<file path="src/rtl/riscv_fetch_pkg.sv">
// ----------------------------------------------------------------------------
// riscv_fetch_pkg
// Shared constants and types for the instruction-fetch front end.
//   PC_INC        : byte distance between consecutive instruction words
//   PC_ALIGN_MASK : low PC bits that are forced to zero on a redirect
//   NOP_INSTR     : canonical RV32 NOP (addi x0,x0,0); the fetch unit never
//                   presents it by itself, so benches can tell a reset head
//                   (all zeros) apart from a real instruction
//   req_state_e   : request-hold state of the memory request port
// ----------------------------------------------------------------------------
package riscv_fetch_pkg;

  localparam int unsigned PC_INC        = 4;
  localparam logic [31:0] PC_ALIGN_MASK = 32'h0000_0003;
  localparam logic [31:0] NOP_INSTR     = 32'h0000_0013;

  // REQ_HOLD means a request was offered last cycle but not accepted, so it
  // must be offered again unchanged regardless of enable.
  typedef enum logic {
    REQ_IDLE = 1'b0,
    REQ_HOLD = 1'b1
  } req_state_e;

endpackage

</file>
<file path="src/rtl/riscv_sync_fifo.sv">
// ----------------------------------------------------------------------------
// riscv_sync_fifo
// Single-clock FIFO used as the prefetch queue. The head entry is read
// straight out of the storage registers, so there is no write-to-read bypass:
// an entry pushed at edge N is visible at the head only after edge N.
// Ports:
//   clk, rst   : clock, asynchronous active-high reset (empties the queue)
//   push       : write push_data at the tail
//   push_data  : entry to write
//   pop        : drop the head entry (ignored when empty)
//   flush      : empty the queue; wins over push and pop in the same cycle
//   head_data  : current head entry (undefined content when empty)
//   count      : number of valid entries
//   full/empty : occupancy flags
// DEPTH must be a power of two so the pointers wrap naturally.
// ----------------------------------------------------------------------------
module riscv_sync_fifo #(
  parameter int WIDTH = 64,
  parameter int DEPTH = 4
) (
  input  logic                       clk,
  input  logic                       rst,
  input  logic                       push,
  input  logic [WIDTH-1:0]           push_data,
  input  logic                       pop,
  input  logic                       flush,
  output logic [WIDTH-1:0]           head_data,
  output logic [$clog2(DEPTH+1)-1:0] count,
  output logic                       full,
  output logic                       empty
);

  localparam int AW = (DEPTH > 1) ? $clog2(DEPTH) : 1;
  localparam int CW = $clog2(DEPTH+1);

  logic [WIDTH-1:0] mem [DEPTH];
  logic [AW-1:0]    wr_ptr;
  logic [AW-1:0]    rd_ptr;
  logic             do_push;
  logic             do_pop;

  // A push into a full queue is only legal when the head leaves in the same
  // cycle; an empty queue has no head to pop.
  assign do_pop  = pop & ~empty;
  assign do_push = push & (~full | do_pop);

  assign full      = (count == CW'(DEPTH));
  assign empty     = (count == '0);
  assign head_data = mem[rd_ptr];

  always_ff @(posedge clk or posedge rst) begin
    if (rst) begin
      wr_ptr <= '0;
      rd_ptr <= '0;
      count  <= '0;
    end else if (flush) begin
      wr_ptr <= '0;
      rd_ptr <= '0;
      count  <= '0;
    end else begin
      if (do_push) wr_ptr <= wr_ptr + AW'(1);
      if (do_pop)  rd_ptr <= rd_ptr + AW'(1);
      case ({do_push, do_pop})
        2'b10:   count <= count + CW'(1);
        2'b01:   count <= count - CW'(1);
        default: count <= count;
      endcase
    end
  end

  // Storage carries no reset; validity is tracked entirely by count.
  always_ff @(posedge clk) begin
    if (do_push && !flush) mem[wr_ptr] <= push_data;
  end

endmodule

</file>
<file path="src/rtl/riscv_fetch_unit.sv">
// ----------------------------------------------------------------------------
// riscv_fetch_unit
// Instruction-fetch front end: owns the fetch PC, issues word-aligned requests
// to instruction memory, queues in-order responses with their PCs and hands
// them to decode. A redirect flushes the queue and discards every response
// still in flight.
// Ports:
//   clk, rst                        : clock, asynchronous active-high reset
//   enable                          : allow new fetch requests
//   redirect_valid, redirect_pc     : one-cycle branch/jump redirect strobe
//   imem_req_valid/addr/ready       : request channel to instruction memory
//   imem_rsp_valid/data             : in-order response channel
//   instr_valid/data/pc, instr_ready: queue head towards decode
// ----------------------------------------------------------------------------
module riscv_fetch_unit
  import riscv_fetch_pkg::*;
#(
  parameter int              XLEN     = 32,
  parameter int              ILEN     = 32,
  parameter int              DEPTH    = 4,
  parameter logic [XLEN-1:0] RESET_PC = '0
) (
  input  logic            clk,
  input  logic            rst,
  input  logic            enable,
  input  logic            redirect_valid,
  input  logic [XLEN-1:0] redirect_pc,
  output logic            imem_req_valid,
  output logic [XLEN-1:0] imem_req_addr,
  input  logic            imem_req_ready,
  input  logic            imem_rsp_valid,
  input  logic [ILEN-1:0] imem_rsp_data,
  output logic            instr_valid,
  output logic [ILEN-1:0] instr_data,
  output logic [XLEN-1:0] instr_pc,
  input  logic            instr_ready
);

  localparam int              CW           = $clog2(DEPTH+1);
  localparam int              EW           = XLEN + ILEN;
  localparam logic [XLEN-1:0] PC_STEP      = XLEN'(PC_INC);
  localparam logic [XLEN-1:0] PC_KEEP      = ~XLEN'(PC_ALIGN_MASK);
  localparam logic [CW:0]     CREDIT_LIMIT = (CW+1)'(DEPTH);

  logic [XLEN-1:0] fetch_pc;
  logic [XLEN-1:0] rsp_pc;
  logic [XLEN-1:0] redirect_target;
  logic [CW-1:0]   outstanding;
  logic [CW-1:0]   outstanding_next;
  logic [CW-1:0]   drop_cnt;
  logic [CW-1:0]   drop_next;
  logic [CW-1:0]   q_count;
  logic            credit;
  logic            handshake;
  logic            rsp_drop;
  logic            q_push;
  logic            q_pop;
  logic            q_full;
  logic            q_empty;
  logic [EW-1:0]   q_head;
  req_state_e      req_state;
  req_state_e      req_state_next;

  assign redirect_target = redirect_pc & PC_KEEP;

  // Queued plus in-flight words never exceed the queue size, so every
  // response that is kept always finds a free slot.
  assign credit = ({1'b0, q_count} + {1'b0, outstanding}) < CREDIT_LIMIT;

  // Request port: a request that was offered but not taken stays offered
  // with the same address (fetch_pc only moves on a handshake). Only a
  // redirect withdraws it; the redirect cycle itself never issues.
  always_comb begin
    req_state_next = req_state;
    imem_req_valid = 1'b0;
    if (!redirect_valid) begin
      imem_req_valid = (req_state == REQ_HOLD) || (enable && credit);
    end
    if (redirect_valid) begin
      req_state_next = REQ_IDLE;
    end else if (imem_req_valid && !imem_req_ready) begin
      req_state_next = REQ_HOLD;
    end else begin
      req_state_next = REQ_IDLE;
    end
  end

  assign imem_req_addr = fetch_pc;
  assign handshake     = imem_req_valid & imem_req_ready;

  // A response is thrown away while older redirects still owe drops, and
  // also when it coincides with a redirect (it belongs to the old path).
  assign rsp_drop = imem_rsp_valid & (redirect_valid | (drop_cnt != '0));
  assign q_push   = imem_rsp_valid & ~rsp_drop;
  assign q_pop    = instr_valid & instr_ready & ~redirect_valid;

  // After a redirect every request still in flight belongs to the old path,
  // so the drop count becomes the new outstanding count. This already
  // includes drops owed by earlier redirects, which makes back-to-back
  // redirects accumulate correctly.
  always_comb begin
    outstanding_next = outstanding;
    drop_next        = drop_cnt;
    if (redirect_valid) begin
      outstanding_next = outstanding - CW'(imem_rsp_valid);
      drop_next        = outstanding_next;
    end else begin
      outstanding_next = outstanding + CW'(handshake) - CW'(imem_rsp_valid);
      drop_next        = drop_cnt - CW'(rsp_drop);
    end
  end

  always_ff @(posedge clk or posedge rst) begin
    if (rst) begin
      req_state   <= REQ_IDLE;
      fetch_pc    <= RESET_PC;
      rsp_pc      <= RESET_PC;
      outstanding <= '0;
      drop_cnt    <= '0;
    end else begin
      req_state   <= req_state_next;
      outstanding <= outstanding_next;
      drop_cnt    <= drop_next;
      if (redirect_valid) begin
        fetch_pc <= redirect_target;
        rsp_pc   <= redirect_target;
      end else begin
        if (handshake) fetch_pc <= fetch_pc + PC_STEP;
        if (q_push)    rsp_pc   <= rsp_pc + PC_STEP;
      end
    end
  end

  riscv_sync_fifo #(
    .WIDTH (EW),
    .DEPTH (DEPTH)
  ) u_queue (
    .clk       (clk),
    .rst       (rst),
    .push      (q_push),
    .push_data ({rsp_pc, imem_rsp_data}),
    .pop       (q_pop),
    .flush     (redirect_valid),
    .head_data (q_head),
    .count     (q_count),
    .full      (q_full),
    .empty     (q_empty)
  );

  // With an empty queue the head shows zero data and the PC the next kept
  // response will carry (RESET_PC straight out of reset).
  assign instr_valid = ~q_empty;
  assign instr_data  = instr_valid ? q_head[ILEN-1:0] : '0;
  assign instr_pc    = instr_valid ? q_head[EW-1:ILEN] : rsp_pc;

`ifndef SYNTHESIS
  rsp_has_request: assert property (@(posedge clk) disable iff (rst)
    imem_rsp_valid |-> (outstanding != '0));
  push_has_room: assert property (@(posedge clk) disable iff (rst)
    q_push |-> (!q_full || q_pop));
`endif

endmodule

</file>
<file path="config.mk">
export PLATFORM = sky130hd
export DESIGN_NAME = riscv_fetch_unit
export DESIGN_NICKNAME = d
export VERILOG_FILES = /design/src/rtl/riscv_fetch_pkg.sv /design/src/rtl/riscv_sync_fifo.sv /design/src/rtl/riscv_fetch_unit.sv
export SDC_FILE = /design/constraint.sdc
export NUM_CORES = 1
export LEC_CHECK = 0
export BUFFER_PORTS_ARGS = -buffer_cell sky130_fd_sc_hd__buf_2
export CORE_ASPECT_RATIO = 0.75
export CORE_MARGIN = 5
export CORE_UTILIZATION = 24
export DETAILED_ROUTE_END_ITERATION = 10
export GPL_TIMING_DRIVEN = 1
export PLACE_DENSITY = 0.51
export SYNTH_ARGS = -nofsm -noshare
export SYNTH_HDL_FRONTEND = slang
export SYNTH_SLANG_ARGS = --single-unit
</file>
<file path="constraint.sdc">
create_clock -name clk -period 4.4 [get_ports clk]
set_input_delay 0.22 -clock clk [delete_from_list [all_inputs] [get_ports clk]]
set_output_delay 0.22 -clock clk [all_outputs]
set_load 0.03 [all_outputs]
</file>
==> reports/results.ini <==
[run_status]
status = finished, final reports clean

[placed_design]
dp_hpwl_um = 24000
dp_slack_ns = 0.999
detailed_place.area_um2 = 16000
place.port_buffers = 162
globalplace.congestion = 0.786

[power]
cell_leakage_power_nw = 6.10
powerDensity_nw_per_um2 = 438
vdd_ir_drop_max_mv = 0.276
total_power_mw = 7.79

[timing]
report.final.slew_viol_count = 0
fin_crit_ns = 3.42
max_freq_mhz = 292
finalHoldViolCount = 0
finClkSkew_ns = 0.0183
worst_hold_slack_ns = 0.0648
timing_worst_slew_pin_value_ns = 1.23
maxSlewHeadroom_pct = 17.4
setup_slack_ns = 0.981
rsz0062_at_grt = false
final_min_period_over_clock_period_pct = 77.7
setup-tns-final_ns = 0
timing.final.setup_violations = 0

[critical_path]
r2r_end = outstanding[2]
reg2reg_slack_ns = 0.98
path_max_fanout = 20
start_kind = flip-flop
worstReg2RegStart = u_queue.count[2]
timing_worst_setup_path_type = reg -> reg
worst_ep_arrival_time_ns = 3.89
r2r.worst_path.cells = 11
setup.worst_path.end_class = flip-flop
cp_data_required_time_ns = 4.88
endpoint = outstanding[2]
critPathLaunch = u_queue.count[2]

[routing]
dr.pass1.iters = 5
first_iter_violations = 456
number_of_routed_nets_with_antenna_violations = 0
route.detailed.drc = 0
detail_route.wl_per_cell_um = 19.3
route.detailed.vias_per_inst = 4.64
wirelength_routed_um = 37900
dr_total_vias = 9127

[grt]
grt_pass1_wl_um = 57800
antenna_found_initial = 5
maximum_number_of_pins_on_one_net_before_global_route_repair = 56
gr_usage_total_pct = 11.4
grt_pass1_vias = 9393
grt_remaining_overflow = 0

[clock_network]
cts.sinks = 322
clockRootBuffer = clkbuf_16
cts.htree.levels = 2
path_clk_slew_ns = 0.06
tritoncts.num_buffers = 38
cts.repair.resized = 0
clock_insertion_delay_worst_skew_ns = 0.55
cts_buffer_depth = 3
cts_tree = yes

[synth]
yosysSeqAreaShare_pct = 65.1
share_of_flip_flops_with_an_asynchronous_set_or_reset_after_synthesis_pct = 23.0
synth_area_um2 = 14300
ys.flop_type = edfxtp_1
synth_area_leaders = edfxtp_1 (52%), dfrtp_1 (13%), mux4_2 (9.8%)
syn_avg_cell_area_um2 = 15.4
number_of_enable_type_register_cells_in_the_synthesized_netlist = 248
synth_cell_type_count = 66
synth.ff_latch_count = 322
ys.warnings.count = 0
syn-instance-count = 927
yosysTopAreaCell = edfxtp_1
synthDominantCellAreaShare_pct = 52.1

[die]
die_width_um = 292
rows = 77
floorplan.die_area_um2 = 64600
num_io_pins = 169
floorplan.die.height_um = 221
fp.coreArea_um2 = 59000
start_util_pct = 24.2

[layout]
post_route_cell_area_um2 = 17800
number_of_nets_at_the_end_of_the_flow = 1234
drive_gt1_share_pct = 29.4
syn2layout_area_growth_pct = 24.6

[min_path]
min-delay-path-class = in -> reg
min-delay-start = redirect_pc[9]
whs_path_depth = 3

[flow_run]
max_capacitance_violation_count = 0

-- how the worst min path moves through the flow --
| stage | endpoint | slack (ns) |
|---|---|---|
| after floorplan | req_state | 0.29 |
| final | imem_req_addr[9] | 0.06 |
| after detailed placement | imem_req_addr[24] | 0.37 |
| after global placement | imem_req_addr[24] | 0.35 |
| after CTS | imem_req_addr[9] | 0.04 |
| after global routing | imem_req_addr[9] | 0.05 |
-- Yosys cell counts (all sizes together), types with 19 or more instances --
library cell / n
a31oi: 19
and2: 43
clkbuf: 37
dfrtp: 74
edfxtp: 248
inv: 25
mux2: 37
mux4: 62
nand2: 53
nand3: 29
nand4: 23
nor2: 29
o21ai: 19
or4: 21
-- sequential cells by signal (all words and copies together) (netlist names) --
| signal | cells |
|---|---|
| drop_cnt | 3 |
| imem_req_addr | 30 |
| u_queue.rd_ptr | 2 |
| u_queue.count | 3 |
| u_queue.mem | 248 |
| u_queue.wr_ptr | 2 |
| rsp_pc | 30 |
| req_state | 1 |
| outstanding | 3 |
-- per-stage QoR --
| step | std cells | util [%] |
|---|---|---|
| after floorplan | 930 | - |
| after global placement | 1840 | 27.2 |
| after detailed placement | 1840 | 27.2 |
| after CTS | 1964 | 30.2 |
| after global routing | 1965 | 30.2 |
| final | 1966 | 30.2 |
-- routing by layer --
| layer | up-vias | routed length, um | global-route usage (%) |
|---|---|---|---|
| met5 | - | 21 | 0 |
| met4 | 4 | 747 | 3.10 |
| met3 | 58 | 1780 | 2.45 |
| met2 | 207 | 18200 | 18.5 |
| met1 | 4730 | 17200 | 15.5 |
| li1 | 4128 | - | - |
-- layout by cell type, fill, tap and decap left out, types with 28 or more instances in the layout --
cell / instances
and2_1: 39
buf_2: 162
clkbuf_16: 38
dfrtp_1: 72
dlygate4sd3_1: 57
edfxtp_1: 248
mux2_2: 36
mux4_2: 62
nand2_1: 53
nand3_1: 28
nor2_1: 29
-- power by group --
group / total [mW] / internal, mW / switching [mW]
Combinational: 1.11 / 0.438 / 0.670
Sequential: 3.66 / 3.44 / 0.217
Clock: 3.02 / 1.77 / 1.24
-- cell families after synthesis --
family	Yosys count	synth area share [%]
buffers and inverters	78	2.26
other	1	0.0263
AO/OA/AOI/OAI	111	5.80
AND/OR/NAND/NOR	277	11.2
multiplexers	103	13.0
flip-flops	322	65.1
adder cells (fa/ha/maj)	16	1.51
XOR/XNOR	19	1.16
-- layout make-up --
class                   count  area [um^2]
clock buffers              49          992
clock inverters            18          184
inverters                  25         93.8
fillers                  5952        41200
flip-flops and latches    322         9300
multi-input cells         530         4690
repair buffers            230         1540
diodes                      2         5.00
well taps                 790          988
-- repair_timing --
item / 4_1_cts / 5_1_grt
hold buffers: 57 / 0
endpoints found under the hold margin: 195 / 0
buffers inserted: 0 / 0
-- critical path, stage by stage (launching register included) --
cell,delay [ns]
dfrtp_1,0.48
ha_1,0.34
or4b_4,0.51
a211oi_4,0.33
inv_2,0.24
ha_1,0.34
inv_1,0.04
ha_1,0.18
fa_1,0.38
xor2_1,0.16
o21ai_0,0.19
xor2_1,0.16
No activity file was read; power rests on OpenSTA's default activity.
